<file path="config.mk">
export PLATFORM = sky130hd
export DESIGN_NAME = draw_text_box
export DESIGN_NICKNAME = d
export VERILOG_FILES = /design/src/rtl/draw_text_pkg.sv /design/src/rtl/draw_text_box_delay.sv /design/src/rtl/draw_text_box.sv
export SDC_FILE = /design/constraint.sdc
export NUM_CORES = 1
export LEC_CHECK = 0
export ABC_AREA = 1
export CORE_MARGIN = 4
export CORE_UTILIZATION = 47
export CTS_CLUSTER_SIZE = 14
export DETAILED_ROUTE_END_ITERATION = 6
export GPL_TIMING_DRIVEN = 0
export PLACE_DENSITY = 0.74
export SYNTH_ARGS = -nofsm -noshare
export SYNTH_HDL_FRONTEND = slang
export SYNTH_SLANG_ARGS = --single-unit
</file>
<file path="constraint.sdc">
create_clock -name pclk -period 2.04 [get_ports pclk]
set_input_delay 0.306 -clock pclk [delete_from_list [all_inputs] [get_ports pclk]]
set_output_delay 0.306 -clock pclk [all_outputs]
set_load 0.02 [all_outputs]
</file>
<file path="src/rtl/draw_text_pkg.sv">
// Shared constants for the draw_text_box text-overlay stage: pipeline
// latency, address-field widths for the default 16x16 grid of 8x16 glyphs,
// the default overlay colours and an address-width helper.
package draw_text_pkg;

    // Cycles from any *_in to the matching *_out.
    localparam int LAT = 4;

    // Address field widths for the default geometry (16 cols, 16 rows, 16 lines).
    localparam int COL_W  = 4;
    localparam int ROW_W  = 4;
    localparam int LINE_W = 4;

    // Default overlay colours: black glyphs on a white box.
    localparam logic [11:0] DEF_FG_RGB = 12'h000;
    localparam logic [11:0] DEF_BG_RGB = 12'hFFF;

    // Width of an index into n items, never narrower than one bit.
    function automatic int addr_w(input int n);
        return (n <= 1) ? 1 : $clog2(n);
    endfunction

endpackage

</file>
<file path="src/rtl/draw_text_box_delay.sv">
// Fixed-length register pipeline. Carries the timing bundle and rgb
// alongside the text lookup so that every output leaves aligned.
module draw_text_box_delay #(
    parameter int WIDTH   = 8,
    parameter int CLK_DEL = 1
) (
    input  logic             clk,
    input  logic             rst_n,
    input  logic [WIDTH-1:0] din,
    output logic [WIDTH-1:0] dout
);

    logic [WIDTH-1:0] pipe_r [CLK_DEL];

    // Shift the bundle one stage per clock; reset flushes every stage to zero.
    always_ff @(posedge clk or negedge rst_n) begin
        if (!rst_n) begin
            for (int i = 0; i < CLK_DEL; i++) begin
                pipe_r[i] <= '0;
            end
        end else begin
            pipe_r[0] <= din;
            for (int i = 1; i < CLK_DEL; i++) begin
                pipe_r[i] <= pipe_r[i-1];
            end
        end
    end

    assign dout = pipe_r[CLK_DEL-1];

endmodule

</file>
<file path="src/rtl/draw_text_box.sv">
// Text-overlay stage for the VGA pipeline. Draws a TEXT_COLS x TEXT_ROWS
// grid of glyphs at a position latched at frame start, looking character
// codes up in an external text RAM and glyph rows in an external font ROM.
// The char_xy and font_addr registers act as the memories' address
// registers: char_code and char_pixel are consumed in the cycle after the
// respective address register updates. Output latency is LAT = 4 cycles.
// Optional build macro DRAW_TEXT_CURSOR_EN adds a blinking cursor cell.
module draw_text_box
    import draw_text_pkg::*;
#(
    parameter int          TEXT_COLS = 16,
    parameter int          TEXT_ROWS = 16,
    parameter int          CHAR_W    = 8,
    parameter int          CHAR_H    = 16,
    parameter int          CODE_W    = 7,
    parameter logic [11:0] FG_RGB    = DEF_FG_RGB,
    parameter logic [11:0] BG_RGB    = DEF_BG_RGB,
    localparam int         CW        = addr_w(TEXT_COLS),
    localparam int         RW        = addr_w(TEXT_ROWS),
    localparam int         LW        = addr_w(CHAR_H),
    localparam int         PW        = addr_w(CHAR_W)
) (
    input  logic                 pclk,
    input  logic                 rst_n,
    input  logic                 enable,
    input  logic [11:0]          xpos,
    input  logic [11:0]          ypos,
    input  logic                 bg_opaque,
`ifdef DRAW_TEXT_CURSOR_EN
    input  logic [CW-1:0]        cursor_col,
    input  logic [RW-1:0]        cursor_row,
`endif
    input  logic [11:0]          hcount_in,
    input  logic [11:0]          vcount_in,
    input  logic                 hsync_in,
    input  logic                 vsync_in,
    input  logic                 hblnk_in,
    input  logic                 vblnk_in,
    input  logic [11:0]          rgb_in,
    output logic [RW+CW-1:0]     char_xy,
    input  logic [CODE_W-1:0]    char_code,
    output logic [CODE_W+LW-1:0] font_addr,
    input  logic [CHAR_W-1:0]    char_pixel,
    output logic [11:0]          hcount_out,
    output logic [11:0]          vcount_out,
    output logic                 hsync_out,
    output logic                 vsync_out,
    output logic                 hblnk_out,
    output logic                 vblnk_out,
    output logic [11:0]          rgb_out
);

    localparam logic [12:0] BOX_W = 13'(TEXT_COLS * CHAR_W);
    localparam logic [12:0] BOX_H = 13'(TEXT_ROWS * CHAR_H);
    localparam int          BUNDLE_W = 40;

    logic [11:0]   xs_r, ys_r;
    logic          en_r, opq_r;
    logic          frame_start_s;
    logic [11:0]   dx_s, dy_s;
    logic          in_box_s;
    logic          draw0_r, draw1_r, draw2_r;
    logic          opq0_r, opq1_r, opq2_r;
    logic          cur0_r, cur1_r, cur2_r;
    logic [LW-1:0] line0_r;
    logic [PW-1:0] bidx0_r, bidx1_r;
    logic          pix2_r;
    logic [11:0]   rgb_next_s;

    logic [BUNDLE_W-1:0] bundle_in_s, bundle_d_s;
    logic [11:0]   hcount_d_s, vcount_d_s, rgb_d_s;
    logic          hsync_d_s, vsync_d_s, hblnk_d_s, vblnk_d_s;

    // Box-relative coordinates and the membership test for the incoming pixel.
    always_comb begin
        frame_start_s = (hcount_in == 12'd0) && (vcount_in == 12'd0);
        dx_s          = hcount_in - xs_r;
        dy_s          = vcount_in - ys_r;
        in_box_s      = (hcount_in >= xs_r) && ({1'b0, dx_s} < BOX_W) &&
                        (vcount_in >= ys_r) && ({1'b0, dy_s} < BOX_H);
    end

    // Latch position, enable and opacity only at the first pixel of a frame.
    always_ff @(posedge pclk or negedge rst_n) begin
        if (!rst_n) begin
            xs_r  <= 12'd0;
            ys_r  <= 12'd0;
            en_r  <= 1'b0;
            opq_r <= 1'b0;
        end else if (frame_start_s) begin
            xs_r  <= xpos;
            ys_r  <= ypos;
            en_r  <= enable;
            opq_r <= bg_opaque;
        end
    end

`ifdef DRAW_TEXT_CURSOR_EN
    logic [5:0]    frame_cnt_r;
    logic [CW-1:0] cur_col_r;
    logic [RW-1:0] cur_row_r;

    // Count frames for the blink and latch the cursor cell with the shadows.
    always_ff @(posedge pclk or negedge rst_n) begin
        if (!rst_n) begin
            frame_cnt_r <= 6'd0;
            cur_col_r   <= '0;
            cur_row_r   <= '0;
        end else if (frame_start_s) begin
            frame_cnt_r <= frame_cnt_r + 6'd1;
            cur_col_r   <= cursor_col;
            cur_row_r   <= cursor_row;
        end
    end
`endif

    // Stage 0: issue the text RAM address and capture the per-pixel context.
    // The bit index assumes CHAR_W is a power of two (MSB is leftmost pixel).
    always_ff @(posedge pclk or negedge rst_n) begin
        if (!rst_n) begin
            char_xy <= '0;
            draw0_r <= 1'b0;
            opq0_r  <= 1'b0;
            cur0_r  <= 1'b0;
            line0_r <= '0;
            bidx0_r <= '0;
        end else begin
            char_xy <= {dy_s[LW +: RW], dx_s[PW +: CW]};
            draw0_r <= in_box_s && en_r;
            opq0_r  <= opq_r;
`ifdef DRAW_TEXT_CURSOR_EN
            cur0_r  <= frame_cnt_r[5] && (dy_s[LW +: RW] == cur_row_r) &&
                       (dx_s[PW +: CW] == cur_col_r);
`else
            cur0_r  <= 1'b0;
`endif
            line0_r <= dy_s[LW-1:0];
            bidx0_r <= ~dx_s[PW-1:0];
        end
    end

    // Stage 1: combine the fetched character code with the glyph line.
    always_ff @(posedge pclk or negedge rst_n) begin
        if (!rst_n) begin
            font_addr <= '0;
            draw1_r   <= 1'b0;
            opq1_r    <= 1'b0;
            cur1_r    <= 1'b0;
            bidx1_r   <= '0;
        end else begin
            font_addr <= {char_code, line0_r};
            draw1_r   <= draw0_r;
            opq1_r    <= opq0_r;
            cur1_r    <= cur0_r;
            bidx1_r   <= bidx0_r;
        end
    end

    // Stage 2: pick this pixel's bit out of the fetched glyph row.
    always_ff @(posedge pclk or negedge rst_n) begin
        if (!rst_n) begin
            pix2_r  <= 1'b0;
            draw2_r <= 1'b0;
            opq2_r  <= 1'b0;
            cur2_r  <= 1'b0;
        end else begin
            pix2_r  <= char_pixel[bidx1_r];
            draw2_r <= draw1_r;
            opq2_r  <= opq1_r;
            cur2_r  <= cur1_r;
        end
    end

    assign bundle_in_s = {hcount_in, hsync_in, hblnk_in, vcount_in, vsync_in, vblnk_in, rgb_in};

    draw_text_box_delay #(
        .WIDTH   (BUNDLE_W),
        .CLK_DEL (LAT - 1)
    ) u_delay (
        .clk   (pclk),
        .rst_n (rst_n),
        .din   (bundle_in_s),
        .dout  (bundle_d_s)
    );

    assign {hcount_d_s, hsync_d_s, hblnk_d_s, vcount_d_s, vsync_d_s, vblnk_d_s, rgb_d_s} = bundle_d_s;

    // Colour select: blanking or outside the box passes rgb through; a cursor
    // cell swaps the colours and shows FG even where the box is transparent.
    always_comb begin
        rgb_next_s = rgb_d_s;
        if (hblnk_d_s || vblnk_d_s || !draw2_r) begin
            rgb_next_s = rgb_d_s;
        end else if (cur2_r) begin
            rgb_next_s = pix2_r ? BG_RGB : FG_RGB;
        end else if (pix2_r) begin
            rgb_next_s = FG_RGB;
        end else if (opq2_r) begin
            rgb_next_s = BG_RGB;
        end else begin
            rgb_next_s = rgb_d_s;
        end
    end

    // Stage 3: output register for colour and the delayed timing bundle.
    always_ff @(posedge pclk or negedge rst_n) begin
        if (!rst_n) begin
            hcount_out <= 12'd0;
            vcount_out <= 12'd0;
            hsync_out  <= 1'b0;
            vsync_out  <= 1'b0;
            hblnk_out  <= 1'b0;
            vblnk_out  <= 1'b0;
            rgb_out    <= 12'd0;
        end else begin
            hcount_out <= hcount_d_s;
            vcount_out <= vcount_d_s;
            hsync_out  <= hsync_d_s;
            vsync_out  <= vsync_d_s;
            hblnk_out  <= hblnk_d_s;
            vblnk_out  <= vblnk_d_s;
            rgb_out    <= rgb_next_s;
        end
    end

endmodule
</file>
# [Word-level counts from Yosys, hierarchy flattened]
# Index checks and enable logic that the tools add are counted.
[word_totals] input_bits=83 register_bits=222 out_inout_bits=59 elab_cells=49
[classes] bitwise_logic=1 n_addsub=2 reduce_logical=10 mux=5 order_cmp=5
[ops] cell="$mux 12" count=3
[ops] cell="$ge 12x12->1" count=2
[ops] cell="$logic_not 12->1" count=2
[ops] cell="$sub 12x12->12" count=2
[ops] cell="$lt 12x8->1 const B" count=1
[ops] cell="$lt 12x9->1 const B" count=1
[ops] cell="$logic_and 1x1->1" count=5
[ops] cell="$lt 3x4->1 const B" count=1
[ops] cell="$bmux 1 s3" count=1
[ops] cell="$not 3->3" count=1
[ops] cell="$logic_or 1x1->1" count=2
[ops] cell="$logic_not 1->1" count=1
[ops] cell="$mux 1" count=1

# [Logic depth before layout (Yosys ltp)]
# Gate-level depths: netlist of run 1.
[depth] word_depth=6 mapped_depth=14 ltp_nobuf=14

# [By module]
# Synthesis of run 1 repeated with hierarchy kept, for this count alone.
[hier_totals] cells_unflattened=626 area_unflattened_um2=7808.7
[modules_own_cells] mod="draw_text_box" cells_per_inst=466 seq_area_each_um2=2552.4 area_per_inst_um2=4505.6 instances=1
[modules_own_cells] mod="draw_text_box_delay" cells_per_inst=160 seq_area_each_um2=3002.9 area_per_inst_um2=3303.2 instances=1

# [Worst setup path before layout of run 1]
# No wires, ideal clock.
[synth_path] path_type="register -> register" from="register ys_r[0]" to="register draw0_r" required_ps=1960 period_less_slack_ps=1764 arrival_time_ps=1684 slack_ps=276 setup_ps=80 stages_incl_launch_ff=11 n_path_buf=0 path_cell_list="dfrtp_1 ha_1 fa_1 inv_1 nand2_1 nand2_1 and2_1 nand3_1 o2111ai_1 nand2_1 nor3_2"
[synth_between] elab_chain_cells=4 word_cells_on_any_way=6 cone_classes="1 x add/sub; 2 x order compare; 3 x reduce/logical"
[synth_lines] element="from (decl)" line_no="draw_text_box.sv:57" source="logic [11:0] xs_r, ys_r;"
[synth_lines] element="from (signal assigned)" line_no="draw_text_box.sv:92" source="ys_r <= ypos;"
[synth_lines] element="$sub 12x12->12 or $ge 12x12->1 (tied branches)" line_no="draw_text_box.sv:78, draw_text_box.sv:80"
[synth_lines] element="$lt 12x9->1 or $logic_and 1x1->1 (tied branches)" line_no="draw_text_box.sv:80, draw_text_box.sv:79"
[synth_lines] element="$logic_and 1x1->1 (*)" line_no="draw_text_box.sv:80" source="(vcount_in >= ys_r) && ({1'b0, dy_s} < BOX_H);"
[synth_lines] element="$logic_and 1x1->1 (*)" line_no="draw_text_box.sv:129" source="draw0_r <= in_box_s && en_r;"
[synth_lines] element="to (signal assigned)" line_no="draw_text_box.sv:129"
[synth_lines] element="to (decl)" line_no="draw_text_box.sv:62" source="logic draw0_r, draw1_r, draw2_r;"
# Mark *: on every way between the ends. The rest lies on a longest branch, timed or not.
# A chain may end at the register's enable or synchronous reset.

# [Worst setup path after layout of run 1]
# Ends and elaborated chain as after synthesis.

==> flow_summary.json, run 1 <==
{
  "status": "complete, no violations",
  "critPathSlowestCell": "dfrtp_2",
  "seqCellArea_mm2": 0.00556,
  "critPathRequiredTime_ns": 2.43,
  "dp.cells": 973,
  "synth.most_common_cell": "dfrtp_1",
  "critPathCaptureType": "flip-flop",
  "sw_frac_of_total": 0.220,
  "yosys.area.top_type": "dfrtp_1",
  "async_reset_ff_frac": 1.00,
  "critPathLaunchType": "flip-flop",
  "drc": 0,
  "maxCapViolCount": 0,
  "setup_viol_count_final": 0,
  "p_clk_frac": 0.425,
  "crit_family": "simple AND/OR/NAND/NOR gates",
  "clock_skew_ns": 0.00803,
  "grt_setup_unrepaired": "yes",
  "final_cells": 1018,
  "hold_violations": 0,
  "die_y_um": 136,
  "grt_usage": 0.176,
  "synth.area.top_cells": "dfrtp_1 73%, inv_1 4.4%, nand2_1 4.0%",
  "drive_gt1_frac": 0.106,
  "synth.cell_area_mm2": 0.00766,
  "hold_path_depth": 1,
  "ant_nets": 0,
  "vias": 4711,
  "synth_nets": 724,
  "fin_crit_sh": 0.937,
  "synth-simple-area-share": 0.116,
  "combPwrFrac": 0.073,
  "setup_ws_ns": 0.129,
  "maxSlewHeadroom": 0.481,
  "viasPerCell": 4.63,
  "clk_pin_slew_worst_paths_ns": 0.06,
  "power.internal_mw": 7.25,
  "dp_hpwl_um": 11400,
  "synth-edff-count": 0,
  "synth_mux_area_frac": 0.00147,
  "peakVddDrop_mv": 0.521,
  "yosys_warnings": 0,
  "crit_cells": 11,
  "routedWlPerCell_um": 15.4,
  "tritoncts": "yes",
  "netlist_instances": 615,
  "cts_made_buffers": 23,
  "worstPathArrival_ns": 2.31,
  "wirelength_um": 15700,
  "rows": 46,
  "h-tree-depth": 1,
  "antenna_cells": 0,
  "ys_ff_latch": 222,
  "worst_pin_slew_ns": 0.778,
  "reg2regPathDepth": 11,
  "fin_util": 0.639,
  "die_x_um": 136,
  "grt_max_degree": 113,
  "synth_xor_area_frac": 0.0126,
  "finalNetCount": 896,
  "synth-compound-area-share": 0.0487,
  "synth_commonest_cells": "222 x dfrtp_1, 90 x inv_1, 81 x nand2_1",
  "grt_remaining_overflow": 0,
  "fill_cells": 1258,
  "avgSynthCellArea_um2": 12.5,
  "grt_pass1_vias": 5021,
  "worst_skew_pair.late_latency_ns": 0.48,
  "ioPinCount": 142,
  "synth-seq-area-share": 0.725,
  "initial_core_util": 0.480,
  "clock_sinks": 222,
  "antenna_found_initial": 0,
  "hold_class": "primary input to flip-flop",
  "synthAdderAreaFrac": 0.0444,
  "worst-path-buf-inv": 1,
  "drt-initial-drc-count": 221,
  "cp_cell_sequence": "ha_4 -> fa_2 -> inv_2 -> nand2_1 -> nand2_1 -> nand3_2 -> nand3_1 -> nand3_1 -> nor2_1 -> nand4_1 -> nor3_2",
  "ctsRootBufferMaster": "clkbuf_16",
  "synth_top_family_by_area": "simple AND/OR/NAND/NOR gates",
  "period_needed_ns": 1.91,
  "port-buffer-count": 141,
  "dr.pass1.iters": 4,
  "power-per-cell-area_mw_per_mm2": 912,
  "place_congestion": 0.889,
  "place_ws_ns": -0.534,
  "worstSetupPathType": "flip-flop to flip-flop",
  "finalMaxSlewViolations": 0,
  "grt_pass1_wl_um": 25400,
  "syn_to_final_growth_pct": 33.1,
  "power_frac_seq": 0.502,
  "core-area_mm2": 0.0159,
  "dieArea_mm2": 0.0184,
  "multi_input_area_mm2": 0.00176,
  "max_stage_delay_ns": 0.44,
  "ys_types": 38,
  "p_switching_mw": 2.04,
  "synth-main-ff-cell": "dfrtp_1",
  "fmax_mhz": 523,
  "crit_fanout": 3,
  "finalSetupTns_ns": 0,
  "yosys.area.top_type_share": 0.725,
  "p_leak_nw": 4.88,
  "cts_max_path_buffers": 3
}
[stage by stage]
stage / power, mW / cell area, um2 / hold WS, ns
after CTS: 9.41 / 10100 / 0.238
after global routing: 9.67 / 10200 / 0.00675
after global placement: 5.40 / 9340 / 0.331
after floorplan: 4.95 / 7660 / 0.0104
final: 9.29 / 10200 / 0.0295
after detailed placement: 5.42 / 9370 / 0.335
[power groups by stage]
stage | sequential (mW) | combinational, mW | clock, mW
after detailed placement | 4.75 | 0.673 | 0
after global routing | 4.68 | 0.735 | 4.26
after global placement | 4.74 | 0.654 | 0
final | 4.66 | 0.675 | 3.95
after CTS | 4.67 | 0.681 | 4.06
after floorplan | 4.81 | 0.135 | 0
[layout by cell type (no fill, tap or decap), types with 2 or more instances in the layout]
master	instances
ha_1	22
nand3b_1	2
nor2_4	2
nor3_2	2
buf_4	4
clkinv_2	4
nand3_2	3
nand2_2	10
nor2_1	45
buf_2	2
o32ai_1	2
nand3_1	17
nor4_2	2
nand2_1	79
nand4_1	11
clkinv_4	3
o21ai_1	4
inv_2	5
a21oi_1	46
buf_6	3
nor2_2	3
clkbuf_16	23
clkbuf_8	3
o21ai_0	5
a31oi_1	3
o21bai_1	4
nor4_1	4
xnor2_1	6
inv_1	87
xor2_1	5
dfrtp_1	221
o2111ai_1	2
fa_2	2
clkbuf_1	6
ha_4	2
clkdlybuf4s50_1	139
[what timing repair did]
action | 4_1_cts | 5_1_grt
pin swaps | 0 | 3
endpoints found under the hold margin | 110 | 0
hold buffers | 1 | 0
gates resized for setup | 3 | 14
setup buffers | 0 | 4
endpoints found under the setup margin | 1 | 1
[state kept, by name, summed over array words and instances, names as in the netlist, 3 cells and up]
register,cells
u_delay.pipe_r,80
u_delay.dout,40
hcount_out,12
rgb_out,12
vcount_out,12
xs_r,12
ys_r,12
font_addr,11
char_xy,8
line0_r,4
bidx0_r,3
bidx1_r,3
[worst reg2reg max path, delay by kind of cell, from the launching register on]
family,cells,cell delay (ns)
buf+inv,1,0.09
flops,1,0.44
fa+ha+maj,2,0.55
simple gates,8,0.74
[layout make-up]
cell class                      count  share of cell area
Buffer                              7             0.00503
Clock buffer                       30              0.0620
Clock inverter                     10             0.00933
Inverter                           92              0.0339
Multi-Input combinational cell    294               0.172
Sequential cell                   222               0.545
Tap cell                          216              0.0265
Timing Repair Buffer              147               0.146
[path summary, 6_finish.rpt]
check,end,from,slack [ns]
max,draw0_r,ys_r[0],0.13
min,u_delay.pipe_r[108],hcount_in[0],0.03
max reg2reg,draw0_r,ys_r[0],0.13
min reg2reg,draw1_r,draw0_r,0.34
max in group asynchronous,xs_r[5],rst_n,0.59
min in group asynchronous,u_delay.pipe_r[93],rst_n,0.49
[kinds of logic after synthesis]
logic type      after synthesis
flops                       222
xor+xnor                     11
simple gates                188
buf+inv                      99
mux                           1
fa+ha+maj                    26
compound gates               68
[layer usage]
| metal | global-route usage | wire length (um) | vias to the layer above |
|---|---|---|---|
| met5 | 0 | 0 | - |
| met1 | 0.229 | 6630 | 2278 |
| met3 | 0.0349 | 1060 | 16 |
| li1 | - | - | 2286 |
| met2 | 0.308 | 7780 | 131 |
| met4 | 0.0426 | 191 | 0 |
No activity file was read; power rests on OpenSTA's default activity.
==> inputs of run 2 (changes only) <==
--- a/config.mk
+++ b/config.mk
@@ -7,11 +7,11 @@
 export LEC_CHECK = 0
 export ABC_AREA = 1
 export CORE_MARGIN = 4
-export CORE_UTILIZATION = 47
+export CORE_UTILIZATION = 52
 export CTS_CLUSTER_SIZE = 14
 export DETAILED_ROUTE_END_ITERATION = 6
 export GPL_TIMING_DRIVEN = 0
-export PLACE_DENSITY = 0.74
+export PLACE_DENSITY = 0.81
 export SYNTH_ARGS = -nofsm -noshare
 export SYNTH_HDL_FRONTEND = slang
 export SYNTH_SLANG_ARGS = --single-unit
==> flow_summary.json, run 2 (same netlist as run 1, synthesis figures left out) <==
{
  "status": "complete, no violations",
  "worst_pin_slew_ns": 0.836,
  "die_y_um": 129,
  "worstSetupPathType": "primary input to flip-flop",
  "stdcell_area_mm2": 0.0102,
  "multi_input_area_mm2": 0.00175,
  "core-area_mm2": 0.0145,
  "ctsRootBufferMaster": "clkbuf_16",
  "grt_setup_unrepaired": "yes",
  "seqCellArea_mm2": 0.00556,
  "tritoncts": "yes",
  "holdWs_ns": 0.0879,
  "cts_made_buffers": 23,
  "peakVddDrop_mv": 0.531,
  "ioPinCount": 142,
  "drt-initial-drc-count": 233,
  "largest_reg_flops": 80,
  "ant_nets": 0,
  "antenna_found_initial": 0,
  "fmax_mhz": 510,
  "grt_pass1_vias": 5214,
  "rows": 44,
  "fill_cells": 1012,
  "clock_skew_ns": 0.0150,
  "power-per-cell-area_mw_per_mm2": 927,
  "routedWlPerCell_um": 16.6,
  "finalNetCount": 896,
  "grt_usage": 0.201,
  "syn_to_final_growth_pct": 32.6,
  "worstPathArrival_ns": 2.36,
  "cts_max_path_buffers": 3,
  "antenna_cells": 0,
  "port-buffer-count": 141,
  "p_leak_nw": 4.88,
  "clock_sinks": 222,
  "drc": 0,
  "vias": 4832,
  "grt_max_degree": 121,
  "die_x_um": 129,
  "maxCapViolCount": 0,
  "drive_gt1_frac": 0.100,
  "period_needed_ns": 1.96,
  "dieArea_mm2": 0.0167,
  "cp_cell_sequence": "clkdlybuf4s50_1 -> inv_1 -> ha_4 -> fa_2 -> inv_2 -> nand2_1 -> nand2_1 -> nand3_1 -> nand3_1 -> nand3_1 -> nor2_2 -> nand4_1 -> nor3_2",
  "final_cell_mix": "222 x dfrtp_1, 138 x clkdlybuf4s50_1, 88 x inv_1",
  "critPathRequiredTime_ns": 2.44,
  "crit_fanout": 3,
  "setup_viol_count_final": 0,
  "h-tree-depth": 1,
  "grt_pass1_wl_um": 26300,
  "dr.pass1.iters": 4,
  "place_congestion": 0.890,
  "dp_hpwl_um": 11300,
  "finalMaxSlewViolations": 0,
  "use_met3": 0.0408,
  "maxSlewHeadroom": 0.442,
  "critPathLaunchType": "primary input",
  "hold_class": "primary input to flip-flop",
  "hold_violations": 0,
  "viasPerCell": 4.91,
  "critPathSlowestCell": "clkdlybuf4s50_1",
  "critPathCaptureType": "flip-flop",
  "use_met1": 0.252,
  "fin_crit_sh": 0.961,
  "initial_core_util": 0.529,
  "worst_skew_pair.late_latency_ns": 0.49,
  "regMostFlops": "u_delay.pipe_r",
  "wirelength_um": 16400,
  "crit_top_cell": "nand3_1",
  "grtUsageMet2": 0.361,
  "r2r_slack_ns": 0.09,
  "max_stage_delay_ns": 0.52,
  "clk_pin_slew_worst_paths_ns": 0.06,
  "dpl-instance-area_mm2": 0.00933,
  "final_common_cell": "dfrtp_1",
  "busiest_layer": "met2",
  "grt_remaining_overflow": 0
}
-- run 2: worst paths after layout --
check | from | to | cells after the start
setup reg to reg | ys_r[0] | draw0_r | 11
max in group asynchronous | rst_n | u_delay.pipe_r[71] | 3
hold / removal | vcount_in[1] | u_delay.pipe_r[95] | 1
min in group asynchronous | rst_n | font_addr[6] | 2
setup / recovery | vcount_in[0] | draw0_r | 13
hold reg to reg | u_delay.pipe_r[116] | u_delay.pipe_r[76] | 0
-- run 2: layout make-up --
cell class	count	share of cell area
clock inverter	8	0.0105
clock buffer	30	0.0622
inverter	92	0.0340
timing repair buffer	147	0.146
buffer	7	0.00505
multi-input combinational	294	0.172
sequential	222	0.547
tap	184	0.0227
-- run 2: worst max-delay path, delay by kind of cell --
| kind | cells | cell delay [ns] |
|---|---|---|
| adder cells (fa/ha/maj) | 2 | 0.60 |
| buffers and inverters | 3 | 0.69 |
| AND/OR/NAND/NOR | 8 | 0.77 |
-- run 2: where the power goes --
part | internal (mW) | switching [mW] | total, mW
Combinational | 0.323 | 0.352 | 0.675
Clock | 2.43 | 1.63 | 4.06
Sequential | 4.61 | 0.0694 | 4.68
-- run 2: routing by layer --
metal  wire (um)  vias to the layer above
met5           0                        -
met4         226                        0
met3        1030                       21
met2        8420                      139
met1        6700                     2382
li1            -                     2290
-- run 2: what timing repair did --
action                                  CTS  global route
cloned                                    0             0
endpoints found under the setup margin    1             1
pin swaps                                 0             6
endpoints found under the hold margin   119             0
gates resized for setup                   2            13
setup buffers                             0             4
hold buffers                              1             0
-- run 2: stage by stage --
step | util | setup TNS [ns] | std cells | total power, mW | worst slack (ns)
floorplan | - | 0 | 615 | 4.95 | 0.276
global placement | 0.642 | -1701.43 | 940 | 5.39 | -7.65
detailed placement | 0.645 | -5.97 | 941 | 5.42 | -0.478
CTS | 0.696 | 0 | 980 | 9.51 | 0.00779
global route | 0.702 | -0.0994 | 984 | 9.79 | -0.0994
finish | 0.702 | 0 | 984 | 9.41 | 0.0802
==> inputs of run 3 (changes only) <==
--- a/config.mk
+++ b/config.mk
@@ -12,6 +12,7 @@
 export DETAILED_ROUTE_END_ITERATION = 6
 export GPL_TIMING_DRIVEN = 0
 export PLACE_DENSITY = 0.81
+export SETUP_SLACK_MARGIN = 0.4
 export SYNTH_ARGS = -nofsm -noshare
 export SYNTH_HDL_FRONTEND = slang
 export SYNTH_SLANG_ARGS = --single-unit
==> flow_summary.json, run 3 (same netlist as run 1, synthesis figures left out) <==
{
  "grt_remaining_overflow": 0,
  "crit_top_cell": "nand2_1",
  "final_cells": 985,
  "clk_pin_slew_worst_paths_ns": 0.06,
  "worst_skew_pair.late_latency_ns": 0.51,
  "power_mw": 9.42,
  "fmax_mhz": 550,
  "max_stage_delay_ns": 0.40,
  "place_ws_ns": -0.409,
  "antenna_found_initial": 0,
  "grt_usage": 0.197,
  "drt-initial-drc-count": 226,
  "period_needed_ns": 1.82,
  "dieArea_mm2": 0.0167,
  "maxCapViolCount": 0,
  "hold_class": "primary input to flip-flop",
  "ant_nets": 0,
  "die_x_um": 129,
  "stdcell_area_mm2": 0.0102,
  "clock_sinks": 222,
  "finalMaxSlewViolations": 0,
  "dpl-instance-area_mm2": 0.00934,
  "worst_pin_slew_ns": 0.649,
  "routedWlPerCell_um": 16.5,
  "critPathLaunchType": "flip-flop",
  "dp.cells": 941,
  "cts_made_buffers": 23,
  "ctsRootBufferMaster": "clkbuf_16",
  "wirelength_um": 16300,
  "status": "complete, no violations",
  "fill_cells": 999,
  "maxSlewHeadroom": 0.568,
  "setup_viol_count_final": 0,
  "cts_max_path_buffers": 3,
  "critPathRequiredTime_ns": 2.47,
  "core-area_mm2": 0.0145,
  "viasPerCell": 4.86,
  "p_leak_nw": 5.05,
  "final_cell_mix": "222 x dfrtp_1, 88 x inv_1, 79 x nand2_1",
  "holdWs_ns": 0.0333,
  "critPathSlowestCell": "dfrtp_1",
  "peakVddDrop_mv": 0.744,
  "place_congestion": 0.852,
  "grt_pass1_vias": 5035,
  "ioPinCount": 142,
  "vias": 4788,
  "clock_skew_ns": 0.0112,
  "crit_fanout": 3,
  "grt_setup_unrepaired": "yes",
  "crit_family": "simple AND/OR/NAND/NOR gates",
  "antenna_cells": 0,
  "final_common_cell": "dfrtp_1",
  "critPathCaptureType": "flip-flop",
  "rows": 44,
  "h-tree-depth": 1,
  "finalNetCount": 896,
  "regMostFlops": "u_delay.pipe_r",
  "largest_reg_flops": 80,
  "grt_max_degree": 134,
  "worst-path-buf-inv": 1,
  "syn_to_final_growth_pct": 33.2,
  "drive_gt1_frac": 0.114,
  "finalSetupTns_ns": 0,
  "fin_crit_sh": 0.891,
  "fin_util": 0.705,
  "hold_violations": 0,
  "cp_cell_sequence": "ha_4 -> fa_2 -> inv_2 -> nand2_1 -> nand2_2 -> and2_4 -> nand3_1 -> o2111ai_2 -> nand2_1 -> nor3_2",
  "initial_core_util": 0.529,
  "tritoncts": "yes",
  "port-buffer-count": 141,
  "die_y_um": 129,
  "drc": 0,
  "dr.pass1.iters": 5,
  "worstPathArrival_ns": 2.25,
  "dp_hpwl_um": 11300,
  "worstSetupPathType": "flip-flop to flip-flop",
  "power-per-cell-area_mw_per_mm2": 924,
  "grt_pass1_wl_um": 25800,
  "setup_ws_ns": 0.223
}
-- run 3: changes by cell type in the layout (fill, tap and decap cells not counted), sizes merged --
cell / delta
clkbuf: +2
buf: -2
dlygate4sd3: +1
inv: +1
clkdlybuf4s50: -65
dlygate4sd2: +59
clkinvlp: -2
dlymetal6s2s: +6
clkinv: +1
-- run 3: report_power, final --
| group | internal [mW] | total [mW] | switching, mW |
|---|---|---|---|
| Combinational | 0.282 | 0.642 | 0.360 |
| Clock | 2.48 | 4.11 | 1.63 |
| Sequential | 4.61 | 4.67 | 0.0651 |
| Total | 7.37 | 9.42 | 2.05 |
-- run 3: cell type report --
| cell class | count | area, um2 | area share |
|---|---|---|---|
| clock inverter | 8 | 109 | 0.0107 |
| sequential | 222 | 5560 | 0.544 |
| buffer | 7 | 56.3 | 0.00552 |
| clock buffer | 31 | 646 | 0.0633 |
| tap | 184 | 230 | 0.0226 |
| multi-input combinational | 294 | 1820 | 0.178 |
| inverter | 92 | 345 | 0.0338 |
| timing repair buffer | 147 | 1450 | 0.142 |
-- run 3: metal layers --
| metal | track usage | routed length (um) | vias up |
|---|---|---|---|
| met1 | 0.256 | 6740 | 2327 |
| met5 | 0 | 0 | - |
| met3 | 0.0474 | 1100 | 27 |
| met4 | 0.0383 | 244 | 0 |
| met2 | 0.343 | 8210 | 145 |
| li1 | - | - | 2289 |
-- run 3: what timing repair did --
item                                    in CTS  in global routing
endpoints found under the setup margin      81                 54
endpoints found under the hold margin       89                  1
hold buffers                                 1                  1
gates cloned                                 0                  1
resized for setup                           74                 16
pin swaps                                    2                  1
buffers inserted                             0                  2
-- run 3: worst paths after layout --
kind	end	depth (start not counted)	slack, ns	startpoint
max in group asynchronous	u_delay.dout[1]	3	0.82	rst_n
max reg2reg	draw0_r	10	0.22	ys_r[0]
min	u_delay.pipe_r[94]	1	0.03	vcount_in[0]
min reg2reg	u_delay.pipe_r[72]	0	0.34	u_delay.pipe_r[112]
max	draw0_r	10	0.22	ys_r[0]
min in group asynchronous	rgb_out[8]	2	0.41	rst_n
